### config.mk
export PLATFORM = sky130hd
export DESIGN_NAME = fp_add_pipe
export DESIGN_NICKNAME = d
export VERILOG_FILES = /design/src/rtl/fp_add_pipe.sv
export SDC_FILE = /design/constraint.sdc
export NUM_CORES = 1
export LEC_CHECK = 0
export CORE_ASPECT_RATIO = 1.75
export CORE_MARGIN = 2
export CORE_UTILIZATION = 60
export CTS_CLUSTER_SIZE = 40
export DETAILED_ROUTE_END_ITERATION = 8
export GPL_TIMING_DRIVEN = 0
export PLACE_DENSITY = 0.92
export SKIP_LAST_GASP = 1
export SLEW_MARGIN = 30
export SYNTH_ARGS = -nofsm -noshare
export SYNTH_HDL_FRONTEND = slang
export SYNTH_SLANG_ARGS = --single-unit
### constraint.sdc
create_clock -name clk -period 8.2 [get_ports clk]
set_input_delay 0.82 -clock clk [delete_from_list [all_inputs] [get_ports clk]]
set_output_delay 0.82 -clock clk [all_outputs]
set_load 0.01 [all_outputs]
### src/rtl/fp_add_pipe.sv
// Three-stage pipelined floating-point adder/subtractor (truncating, denormals flushed).
// S1 unpacks and aligns, S2 adds or subtracts magnitudes, S3 normalises and packs.
module fp_add_pipe #(
  parameter int EXP_W = 8,
  parameter int MAN_W = 23,
  parameter int TAG_W = 4
) (
  input  logic                 clk,
  input  logic                 reset,
  input  logic                 in_valid,
  output logic                 in_ready,
  input  logic [EXP_W+MAN_W:0] a,
  input  logic [EXP_W+MAN_W:0] b,
  input  logic                 op,
  input  logic [TAG_W-1:0]     in_tag,
  output logic                 out_valid,
  input  logic                 out_ready,
  output logic [EXP_W+MAN_W:0] result,
  output logic [TAG_W-1:0]     out_tag,
  output logic [3:0]           flags
);

  localparam int W           = 1 + EXP_W + MAN_W;
  localparam int EXT_W       = MAN_W + 4;        // hidden + mantissa + guard/round/sticky
  localparam int MAG_W       = MAN_W + 5;        // EXT_W plus carry-out
  localparam int ALIGN_LIMIT = MAN_W + 3;
  localparam int EXP_MAX     = (1 << EXP_W) - 1;

  localparam logic [3:0] FLAG_NONE      = 4'b0000;
  localparam logic [3:0] FLAG_INVALID   = 4'b1000;
  localparam logic [3:0] FLAG_OVERFLOW  = 4'b0100;
  localparam logic [3:0] FLAG_UNDERFLOW = 4'b0010;
  localparam logic [3:0] FLAG_ZERO      = 4'b0001;

  logic advance;

  // Stage registers
  logic                 s1Valid, s2Valid, s3Valid;
  logic [TAG_W-1:0]     s1Tag, s2Tag, s3Tag;
  logic                 s1Nan, s2Nan;
  logic                 s1BaseSign, s1OtherSign, s2Sign;
  logic [EXP_W-1:0]     s1Exp, s2Exp;
  logic [EXT_W-1:0]     s1BaseMan, s1OtherMan;
  logic [MAG_W-1:0]     s2Mag;
  logic [W-1:0]         s3Result;
  logic [3:0]           s3Flags;

  // Whole pipeline freezes only when the output is held; bubbles are kept.
  assign advance   = !(s3Valid && !out_ready);
  assign in_ready  = advance;
  assign out_valid = s3Valid;
  assign result    = s3Result;
  assign out_tag   = s3Tag;
  assign flags     = s3Flags;

  // ---------------- S1: unpack, special detect, align ----------------
  logic                 signA, signB, swap, anyNan;
  logic                 baseSign, otherSign;
  logic [EXP_W-1:0]     expA, expB, baseExp, otherExp, diffExp;
  logic [EXT_W-1:0]     manA, manB, baseMan, otherMan, alignedMan;
  logic [2*EXT_W-1:0]   alignWide;

  // NOTE: every always_comb output gets a value on every path, so no latches are inferred.
  always_comb begin
    signA     = a[W-1];
    signB     = b[W-1] ^ op;
    expA      = a[W-2:MAN_W];
    expB      = b[W-2:MAN_W];
    manA      = (expA == '0) ? '0 : {1'b1, a[MAN_W-1:0], 3'b000};
    manB      = (expB == '0) ? '0 : {1'b1, b[MAN_W-1:0], 3'b000};
    anyNan    = (&expA) | (&expB);
    swap      = expB > expA;
    baseSign  = swap ? signB : signA;
    otherSign = swap ? signA : signB;
    baseExp   = swap ? expB : expA;
    otherExp  = swap ? expA : expB;
    baseMan   = swap ? manB : manA;
    otherMan  = swap ? manA : manB;
    diffExp   = baseExp - otherExp;
    alignWide = {otherMan, {EXT_W{1'b0}}} >> diffExp;
    alignedMan    = alignWide[2*EXT_W-1:EXT_W];
    alignedMan[0] = alignWide[EXT_W] | (|alignWide[EXT_W-1:0]);
    if (32'(diffExp) >= 32'(ALIGN_LIMIT)) begin
      alignedMan    = '0;
      alignedMan[0] = |otherMan;
    end
  end

  // NOTE: sequential state uses non-blocking assignments so every stage samples pre-edge values.
  always_ff @(posedge clk) begin
    if (reset) begin
      s1Valid <= 1'b0;
      s2Valid <= 1'b0;
    end else if (advance) begin
      s1Valid <= in_valid;
      s2Valid <= s1Valid;
    end
  end

  // NOTE: datapath registers of S1/S2 are not reset; their valid bits alone gate them.
  always_ff @(posedge clk) begin
    if (advance) begin
      s1Tag       <= in_tag;
      s1Nan       <= anyNan;
      s1BaseSign  <= baseSign;
      s1OtherSign <= otherSign;
      s1Exp       <= baseExp;
      s1BaseMan   <= baseMan;
      s1OtherMan  <= alignedMan;
    end
  end

  // ---------------- S2: signed magnitude add / subtract ----------------
  logic [MAG_W-1:0] addSum, subDiff, subRev, magNext;
  logic             signNext;

  always_comb begin
    addSum   = {1'b0, s1BaseMan} + {1'b0, s1OtherMan};
    subDiff  = {1'b0, s1BaseMan} - {1'b0, s1OtherMan};
    subRev   = {1'b0, s1OtherMan} - {1'b0, s1BaseMan};
    magNext  = addSum;
    signNext = s1BaseSign;
    if (s1BaseSign != s1OtherSign) begin
      // A borrow means the aligned operand was larger (only possible on equal exponents).
      if (subDiff[MAG_W-1]) begin
        magNext  = subRev;
        signNext = s1OtherSign;
      end else begin
        magNext  = subDiff;
      end
    end
  end

  always_ff @(posedge clk) begin
    if (advance) begin
      s2Tag  <= s1Tag;
      s2Nan  <= s1Nan;
      s2Sign <= signNext;
      s2Exp  <= s1Exp;
      s2Mag  <= magNext;
    end
  end

  // ---------------- S3: normalise, truncate, pack ----------------
  int               lead;
  int               expInt;
  logic [MAN_W-1:0] frac;
  logic [W-1:0]     packNext;
  logic [3:0]       flagsNext;

  always_comb begin
    lead = 0;
    for (int i = 0; i < EXT_W; i++) begin
      if (s2Mag[i]) lead = i;
    end
    if (s2Mag[MAG_W-1]) begin
      expInt = int'(s2Exp) + 1;
      frac   = MAN_W'(s2Mag >> 4);
    end else begin
      expInt = int'(s2Exp) - (EXT_W - 1 - lead);
      frac   = MAN_W'((s2Mag[EXT_W-1:0] << (EXT_W - 1 - lead)) >> 3);
    end
    packNext  = {s2Sign, EXP_W'(expInt), frac};
    flagsNext = FLAG_NONE;
    if (s2Nan) begin
      packNext  = {1'b0, {EXP_W{1'b1}}, 1'b1, {(MAN_W-1){1'b0}}};
      flagsNext = FLAG_INVALID;
    end else if (s2Mag == '0) begin
      packNext  = '0;
      flagsNext = FLAG_ZERO;
    end else if (expInt >= EXP_MAX) begin
      packNext  = {s2Sign, {EXP_W{1'b1}}, {MAN_W{1'b0}}};
      flagsNext = FLAG_OVERFLOW;
    end else if (expInt <= 0) begin
      packNext  = {s2Sign, {(W-1){1'b0}}};
      flagsNext = FLAG_UNDERFLOW | FLAG_ZERO;
    end
  end

  always_ff @(posedge clk) begin
    if (reset) begin
      s3Valid  <= 1'b0;
      s3Result <= '0;
      s3Tag    <= '0;
      s3Flags  <= '0;
    end else if (advance) begin
      s3Valid  <= s2Valid;
      s3Result <= packNext;
      s3Tag    <= s2Tag;
      s3Flags  <= flagsNext;
    end
  end

endmodule

==> results.md, run 1 <==
- Pwr per Cell Area: 359 mW/mm^2
- Switching Share: 50.5%
- Number of port buffers: 114
- Max rail drop VDD: 203 uV
- Comb power frac: 65.1%
- Count of yosys warnings during synthesis: 0
- DP Worst Slack: 301 ps
- Status: completed
- Fraction of power consumed by the clock network: 13.8%
- Ant diodes: 0
- Category of the most critical setup path: reg2reg
- Setup TNS: 0 ps
- DIE AREA: 0.0247 mm^2
- Prevailing post-synth register cell: edfxtp_1
- Chip Height: 206 um
- Count of endpoints failing setup in the final report: 0
- Layout cells sized above 1: 7.17%
- Worst setup SP type: flop
- Number of nets at the end of the flow: 1,981
- Arrival time worst endpoint: 8270 ps
- Total global routing overflow: 0
- Area of the core: 0.0231 mm^2
- Via count: 14,200
- Vias per inst: 6.68
- Area taken by flip-flops and latches: 0.00410 mm^2
- Wire per inst: 23.3 um
- Synth-to-layout area growth: 15.6%
- Sequential group share of total power: 21.1%
- Number of cells produced by synthesis: 1,678
- Area fraction in compound gates after synthesis: 22.2%
- Total track usage: 39.8%
- Ordered cell list for the critical path: nor2b_1 > a2111oi_0 > o211ai_1 > nand2_1 > a311oi_2 > inv_2 > buf_1 > ha_1 > xor2_2 > inv_1 > clkbuf_1 > ha_1 > o21ai_0 > nand2b_1 > and3_1 > nand2b_1 > nand3_1 > a21boi_0 > o21ai_0 > a21oi_1 > nand4_1 > buf_2 > o31ai_1
- Post-synthesis instance area: 0.0141 mm^2
- Most common cell in the synthesized netlist: nand2_1
- Count of cells along the worst hold path: 0
- Number of max-slew violations in the final report: 0
- H-tree depth reported by CTS: 4
- Maximum fanout encountered on the critical timing path: 11
- Wire length of the first global-routing pass: 74.7 mm
- Clock buffers created by TritonCTS: 17
- CTS clk-pin slew, worst paths: 70 ps
- Clock tree from TritonCTS: built
- Leading cell types by total area after synthesis: edfxtp_1, ha_1, mux4_2, dfxtp_1, nand2_1
- Number of flip-flops and latches in the synthesized netlist: 151
- Mux cell area share after synthesis: 13.1%
- Type of the worst min-delay path: reg2reg
- Ys async rst share: 0%
- Boundary Pins: 115
- Hold bufs inserted after CTS: 0
- Parity-gate share of the synthesized area counting xor and xnor cells: 2.85%
- Post-Synth Adder-Cell Area: 8.53%
- Worst Clk Skew: 16.4 ps
- CP Buf/Inv Count: 5
- Worst slew pin tran: 1050 ps
- Netlist cell types: 82
- Top achievable clock speed: 0.127 GHz
- Root buffer cell: clkbuf_16
- GP Congestion: 1.06
- Post-route DRC: 0
- Net switching power figure: 2.94 mW
- Total of cells resized after clock tree synthesis: 0
- Period utilisation layout: 96.3%
- Number of placed cells counting well taps: 2,099
- Normalized max-slew margin: 29.4%
- Via count of the first global-routing pass: 14,100
- Number of logic stages on the critical path including buffering: 23
- Fraction of synthesized cell area taken by the top area cell type: 23.1%
- RSZ-0062 raised after global routing: no
- Count of flip-flops with a built-in enable after synthesis: 108
- Half-perimeter wire length after detailed placement: 39.1 mm
- Clock tree buffer depth: 2
- Effective utilization at floorplan: 60.7%
- Internal power summed over all cells: 2.88 mW
- Pin count of the biggest net entering global routing: 57
- Share of the yosys chip area belonging to registers: 29.2%
- Worst EP required: 8570 ps
- Final period demand of the worst path: 7900 ps
- Post-Syn Area per Cell: 8.38 um^2
- Delay of the slowest cell on the worst path: 660 ps
- Crit. End Element: flop
- FP Rows: 74
- Clock insertion delay at the later pin of the skew report: 470 ps
- DR iter-0 viols: 1,108
- Number of buffers inserted by post-CTS setup repair: 0
- Reported leakage power: 6.47 nW
- Final worst-path setup slack: 304 ps
- Routed wire length: 49.7 mm
- Die X: 120 um
- Clock sinks: 151
- Slowest stage cell on the critical path: a2111oi_0
- Initial antenna violation count: 0
- Antenna violation net count after detailed routing: 0
- Synth top cells by count: nand2_1, nor2_1, a21oi_1, o21ai_0, edfxtp_1
- Number of maximum-capacitance violations: 0
- Area fraction in and, or, nand and nor cells after synthesis: 18.7%
- Number of standard cells in the final layout excluding fillers: 2,131
- Cell taking the most area after synthesis: edfxtp_1
- Worst reg-to-reg path cell count: 23
- Fill count: 1,843
- Largest family of logic cells by synthesized area: compound AO/OA/AOI/OAI gates
- Util after Layout: 70.2%
- Fin. Hold Viols: 0
- Multi-input gate area in the final layout: 0.00921 mm^2
- Drt pass-1 iters: 5
- Family with the most delay on the worst path: compound AO/OA/AOI/OAI gates
-- metal layers --
metal	global-route usage (%)	vias to the layer above	wire length, um
met5	0	-	0
met2	75.8	811	26500
met4	36.8	0	5000
li1	-	6483	-
met1	34.8	6645	15300
met3	6.07	294	2900
-- placed cells by master (no fill, tap or decap), types with 21 or more instances in the layout --
master	n
a21o_1	26
a21oi_1	130
clkbuf_1	85
clkdlybuf4s50_1	114
dfxtp_1	43
edfxtp_1	108
ha_1	91
inv_1	90
mux2_2	21
mux2i_1	73
mux4_2	39
nand2_1	209
nand3_1	51
nor2_1	139
nor3_1	48
o21ai_0	118
xnor2_1	29
-- sequential cells by signal, indices dropped and copies added, names as in the netlist --
name         cells
s2Valid          1
s2Exp            8
s1BaseSign       1
s2Mag           28
s2Nan            1
out_tag          4
result          32
s1Exp            8
s1OtherSign      1
s1Nan            1
s2Tag            4
s2Sign           1
out_valid        1
s1Tag            4
flags            4
s1BaseMan       24
s1OtherMan      27
s1Valid          1
-- per-stage QoR --
step           power, mW  hold WS (ps)  area (um^2)
2_1_floorplan       3.68           400        14100
3_3_place_gp        4.79           401        15600
3_5_place_dp        4.83           407        15600
4_1_cts             5.64           423        16200
5_1_grt             6.07           440        16200
6_report            5.83           421        16200
-- cells by family (layout without fill, tap and decap cells) --
kind of cell,Yosys count,in the layout
AND/OR/NAND/NOR,572,572
AO/OA/AOI/OAI,484,484
buffers and inverters,199,347
adder cells (fa/ha/maj),94,94
flip-flops,151,151
other,1,2
multiplexers,133,133
XOR/XNOR,44,44
-- final timing paths --
path,slack [ps],start,endpoint
max reg2reg,300,s2Mag[4]$_DFFE_PN_,result[19]$_SDFFE_PP0N_
max,300,s2Mag[4]$_DFFE_PN_,result[19]$_SDFFE_PP0N_
min,420,s1Exp[0]$_DFFE_PN_,s2Exp[0]$_DFFE_PN_
min reg2reg,420,s1Exp[0]$_DFFE_PN_,s2Exp[0]$_DFFE_PN_
-- cell type report --
class / count / area share [%]
buffer: 105 / 2.56
clock buffer: 18 / 2.77
clock inverter: 14 / 0.886
inverter: 94 / 2.17
multi-input combinational: 1329 / 56.7
sequential: 151 / 25.3
tap: 304 / 2.34
timing repair buffer: 116 / 7.36
-- power groups by stage --
stage,combinational [mW],clock (mW),sequential (mW)
final,3.80,0.806,1.23
after floorplan,2.48,0,1.19
after global routing,4.00,0.830,1.25
after CTS,3.63,0.802,1.22
after detailed placement,3.60,0,1.23
after global placement,3.57,0,1.22
(Power assumes the default switching activity.)
==> run 2, diff against run 1 <==
==> constraint.sdc (replaced) <==
create_clock -name clk -period 8.7 [get_ports clk]
set_input_delay 0.87 -clock clk [delete_from_list [all_inputs] [get_ports clk]]
set_output_delay 0.87 -clock clk [all_outputs]
set_load 0.01 [all_outputs]
==> run 2 against run 1 <==
Against the previous run:
- clock power decreased by 5.8%
- critical path type unchanged
- wire length about the same
- non-clock buffer count unchanged
- total power decreased by 5.8%
- critical path depth is the same
- sequential share of layout area barely moved
- sequential cell count unchanged
- utilization about the same
- highest routed layer unchanged
==> results.md, run 2 (synthesis results as in run 1) <==
- Status: completed
- Number of max-slew violations in the final report: 0
- Via count of the first global-routing pass: 14,100
- Worst Clk Skew: 18.4 ps
- Final period demand of the worst path: 8210 ps
- Normalized max-slew margin: 29.5%
- Clock insertion delay at the later pin of the skew report: 470 ps
- Number of port buffers: 114
- Family with the most delay on the worst path: compound AO/OA/AOI/OAI gates
- Total of cells resized after clock tree synthesis: 0
- Type of the worst min-delay path: reg2reg
- Worst EP required: 9070 ps
- Total track usage: 39.8%
- Max FFs per register: 32
- H-tree depth reported by CTS: 4
- Fin. Hold Viols: 0
- Routed wire length: 49.7 mm
- Hold bufs inserted after CTS: 0
- Clock tree buffer depth: 2
- Clock sinks: 151
- GP Congestion: 1.06
- Count of endpoints failing setup in the final report: 0
- Initial antenna violation count: 0
- Max rail drop VDD: 192 uV
- Half-perimeter wire length after detailed placement: 39.1 mm
- Number of buffers inserted by post-CTS setup repair: 0
- Effective utilization at floorplan: 60.7%
- DR iter-0 viols: 1,093
- Slowest stage cell on the critical path: xor2_1
- Vias per inst: 6.68
- Highest-count cells in the layout ignoring fill and taps: nand2_1, nor2_1, a21oi_1
- Pin count of the biggest net entering global routing: 57
- Number of nets at the end of the flow: 1,981
- CTS clk-pin slew, worst paths: 70 ps
- Worst slew pin tran: 1050 ps
- Root buffer cell: clkbuf_16
- Area of the core: 0.0231 mm^2
- Maximum fanout encountered on the critical timing path: 11
- Number of maximum-capacitance violations: 0
- Setup TNS: 0 ps
- Layout cells sized above 1: 7.06%
- Clock tree from TritonCTS: built
- Pwr per Cell Area: 338 mW/mm^2
- Area taken by flip-flops and latches: 0.00410 mm^2
- Ant diodes: 0
- Top achievable clock speed: 0.122 GHz
- Crit. End Element: flop
- Drt pass-1 iters: 6
- Via count: 14,200
- Wire length of the first global-routing pass: 74.7 mm
- Post-route DRC: 0
- Worst setup SP type: flop
- Antenna violation net count after detailed routing: 0
- Period utilisation layout: 94.4%
- RSZ-0062 raised after global routing: no
- Ordered cell list for the critical path: nor2b_1 > a2111oi_0 > o211ai_1 > nand2_1 > a311oi_2 > clkinv_1 > buf_1 > ha_1 > xor2_1 > inv_1 > clkbuf_1 > ha_1 > o21ai_0 > nand2b_1 > and3_1 > nand2b_1 > nand3_1 > a21boi_0 > o21ai_0 > a21oi_1 > nand4_1 > buf_2 > o31ai_1
- Clock buffers created by TritonCTS: 17
- CP Buf/Inv Count: 5
- Multi-input gate area in the final layout: 0.00920 mm^2
- Fill count: 1,845
- Die X: 120 um
- Arrival time worst endpoint: 8580 ps
- FP Rows: 74
- Boundary Pins: 115
- Chip Height: 206 um
- Number of standard cells in the final layout excluding fillers: 2,131
- Delay of the slowest cell on the worst path: 750 ps
- Category of the most critical setup path: reg2reg
- Synth-to-layout area growth: 15.5%
- Most common cell after layout, fill and taps aside: nand2_1
- DIE AREA: 0.0247 mm^2
- Number of placed cells counting well taps: 2,099
- Reported leakage power: 6.47 nW
- Total global routing overflow: 0
- Wire per inst: 23.3 um
-- run 2: stage by stage --
step	power, mW	setup WS (ps)	hold slack (ps)	util, %	instance area (um^2)
after detailed placement	4.56	801	407	67.6	15600
after CTS	5.32	686	423	70.2	16200
after floorplan	3.46	2870	400	-	14100
final	5.49	486	421	70.2	16200
after global routing	5.72	124	440	70.2	16200
after global placement	4.52	825	401	67.3	15600
-- run 2: power by group --
part,switching (mW),internal (mW)
logic,2.23,1.35
clock network,0.359,0.401
registers,0.185,0.971
-- run 2: per-layer routing --
layer  global-route usage, %  up-vias  part of all wire [%]
met3                    6.07      298                   5.8
met1                    34.8     6645                    31
met5                       0        -                     0
met2                    75.8      813                    53
li1                        -     6485                     -
met4                    36.8        0                    10
-- run 2: path summary, 6_finish.rpt --
kind | startpoint | to | slack (ps) | depth (start not counted)
max reg2reg | s2Mag[4]$_DFFE_PN_ | result[19]$_SDFFE_PP0N_ | 490 | 23
max | s2Mag[4]$_DFFE_PN_ | result[19]$_SDFFE_PP0N_ | 490 | 23
min | s1Exp[0]$_DFFE_PN_ | s2Exp[0]$_DFFE_PN_ | 420 | 0
min reg2reg | s1Exp[0]$_DFFE_PN_ | s2Exp[0]$_DFFE_PN_ | 420 | 0
-- run 2: cell type report --
class                      instances  area share [%]
clock buffer                      18            2.77
timing repair buffer             116            7.37
inverter                          94            2.17
multi-input combinational       1329            56.6
tap                              304            2.34
sequential                       151            25.3
buffer                           105            2.56
clock inverter                    14           0.886
-- run 2: worst register-to-register path: stages (launching register included) --
cell	delay [ps]
edfxtp_1	520
nor2b_1	190
a2111oi_0	650
o211ai_1	300
nand2_1	140
a311oi_2	220
clkinv_1	270
buf_1	670
ha_1	370
xor2_1	750
inv_1	360
clkbuf_1	390
ha_1	470
o21ai_0	120
nand2b_1	200
and3_1	250
nand2b_1	160
nand3_1	130
a21boi_0	500
o21ai_0	240
a21oi_1	430
nand4_1	260
buf_2	270
o31ai_1	270
==> run 3, diff against run 2 <==
--- a/config.mk
+++ b/config.mk
@@ -5,7 +5,6 @@
 export SDC_FILE = /design/constraint.sdc
 export NUM_CORES = 1
 export LEC_CHECK = 0
-export CORE_ASPECT_RATIO = 1.75
 export CORE_MARGIN = 2
 export CORE_UTILIZATION = 60
 export CTS_CLUSTER_SIZE = 40
==> run 3 against run 2 <==
Against the previous run:
- utilization is 0.26 points lower
- non-clock buffer count stayed put
- setup slack better by 730 ps
- total power is 2.3% lower
- critical endpoint is now result[17]$_SDFFE_PP0N_
- worst hold slack hardly changed
- combinational power is 3% lower
- sequential share of layout area hardly changed
- global-route usage is 4.6 points lower
==> results.md, run 3 (synthesis results as in run 1) <==
- Setup TNS: 0 ps
- Worst setup SP type: flop
- Via count: 13,700
- Chip Height: 157 um
- Slowest stage cell on the critical path: xor2_1
- Fill count: 1,903
- Number of maximum-capacitance violations: 0
- Wire length of the first global-routing pass: 67.6 mm
- CP Buf/Inv Count: 6
- Crit. End Element: flop
- Synth-to-layout area growth: 15.7%
- Category of the most critical setup path: reg2reg
- GP Congestion: 1.02
- Worst slew pin tran: 864 ps
- Type of the worst min-delay path: reg2reg
- Drt pass-1 iters: 5
- Number of port buffers: 114
- Total track usage: 35.2%
- Area of the core: 0.0233 mm^2
- Clock sinks: 151
- Worst min-delay path startpoint: s1Tag[2]$_DFFE_PN_
- Post-route DRC: 0
- Vias per inst: 6.37
- Worst Clk Skew: 12.9 ps
- Reported leakage power: 6.47 nW
- Fin. Hold Viols: 0
- Status: completed
- RSZ-0062 raised after global routing: no
- Number of max-slew violations in the final report: 0
- Half-perimeter wire length after detailed placement: 34.9 mm
- Routed wire length: 43.8 mm
- Switching Share: 49.3%
- Number of nets at the end of the flow: 1,981
- Total global routing overflow: 0
- Clock buffers created by TritonCTS: 17
- Worst hold slack: 420 ps
- Normalized max-slew margin: 42.2%
- DP Worst Slack: 1290 ps
- Pwr per Cell Area: 330 mW/mm^2
- Top achievable clock speed: 0.134 GHz
- Wire per inst: 20.4 um
- H-tree depth reported by CTS: 4
- Overall Power: 5.36 mW
- Effective utilization at floorplan: 60.4%
- Final worst-path setup slack: 1220 ps
- Net switching power figure: 2.64 mW
- CTS clk-pin slew, worst paths: 70 ps
- Maximum fanout encountered on the critical timing path: 11
- Final period demand of the worst path: 7480 ps
- FP Rows: 56
- Internal power summed over all cells: 2.72 mW
- Layout cells sized above 1: 7.06%
- Hold bufs inserted after CTS: 0
- Highest-count cells in the layout ignoring fill and taps: nand2_1, nor2_1, a21oi_1
- Max FFs per register: 32
- Root buffer cell: clkbuf_16
- Initial antenna violation count: 1
- Worst EP required: 8990 ps
- Boundary Pins: 115
- Count of endpoints failing setup in the final report: 0
- Total of cells resized after clock tree synthesis: 0
- Comb power frac: 64.5%
- Most common cell after layout, fill and taps aside: nand2_1
- Pin count of the biggest net entering global routing: 56
- Antenna violation net count after detailed routing: 0
- Number of buffers inserted by post-CTS setup repair: 0
- Max rail drop VDD: 188 uV
- Period utilisation layout: 86.0%
- Critical path launch point: s2Mag[11]$_DFFE_PN_
- Delay of the slowest cell on the worst path: 710 ps
- DR iter-0 viols: 1,328
- DIE AREA: 0.0247 mm^2
- Clock tree buffer depth: 2
- Fraction of power consumed by the clock network: 14.1%
- Clock tree from TritonCTS: built
- Via count of the first global-routing pass: 13,000
- Reg2Reg Launch Point: s2Mag[11]$_DFFE_PN_
- Family with the most delay on the worst path: buffers and inverters
- Arrival time worst endpoint: 7770 ps
- Die X: 157 um
- Clock insertion delay at the later pin of the skew report: 440 ps
- Sequential group share of total power: 21.5%
-- run 3: layer usage --
| layer | GRT usage (%) | vias up | share of wire, % |
|---|---|---|---|
| met5 | 0 | - | 0 |
| met1 | 40.3 | 6278 | 37 |
| met3 | 4.21 | 178 | 7.1 |
| met4 | 21.8 | 0 | 6.2 |
| met2 | 62.6 | 751 | 49 |
| li1 | - | 6464 | - |
-- run 3: area by class of cell --
type	count	area (um^2)	area share (%)
diodes	1	2.50	0.0154
clock buffers	18	450	2.77
flip-flops and latches	151	4100	25.2
repair buffers	116	1190	7.31
plain buffers	105	415	2.55
clock inverters	14	151	0.931
multi-input cells	1329	9200	56.6
well taps	319	399	2.45
inverters	94	353	2.17
-- run 3: power groups by stage --
stage | Combinational, mW | Sequential [mW] | Clock [mW]
6_report | 3.46 | 1.15 | 0.754
5_1_grt | 3.69 | 1.17 | 0.788
4_1_cts | 3.33 | 1.14 | 0.758
3_3_place_gp | 3.30 | 1.15 | 0
2_1_floorplan | 2.34 | 1.13 | 0
3_5_place_dp | 3.31 | 1.16 | 0
-- run 3: stage by stage --
step | instances | util, % | cell area (um^2)
CTS | 2146 | 69.9 | 16300
finish | 2147 | 69.9 | 16300
global placement | 2112 | 67.1 | 15600
global route | 2146 | 69.9 | 16300
floorplan | 1679 | - | 14100
detailed placement | 2114 | 67.3 | 15700
-- run 3: final timing paths --
path / end / slack [ps] / cells after the start
setup / recovery: result[17]$_SDFFE_PP0N_ / 1220 / 25
hold / removal: s2Tag[2]$_DFFE_PN_ / 420 / 0
setup reg to reg: result[17]$_SDFFE_PP0N_ / 1220 / 25
hold reg to reg: s2Tag[2]$_DFFE_PN_ / 420 / 0
-- run 3: worst reg2reg max path, delay by kind of cell, from the launching register on --
kind	cells	cell delay [ps]
adder cells (fa/ha/maj)	2	820
AO/OA/AOI/OAI	7	1720
flip-flops	1	360
XOR/XNOR	1	710
buffers and inverters	6	2070
AND/OR/NAND/NOR	9	1670
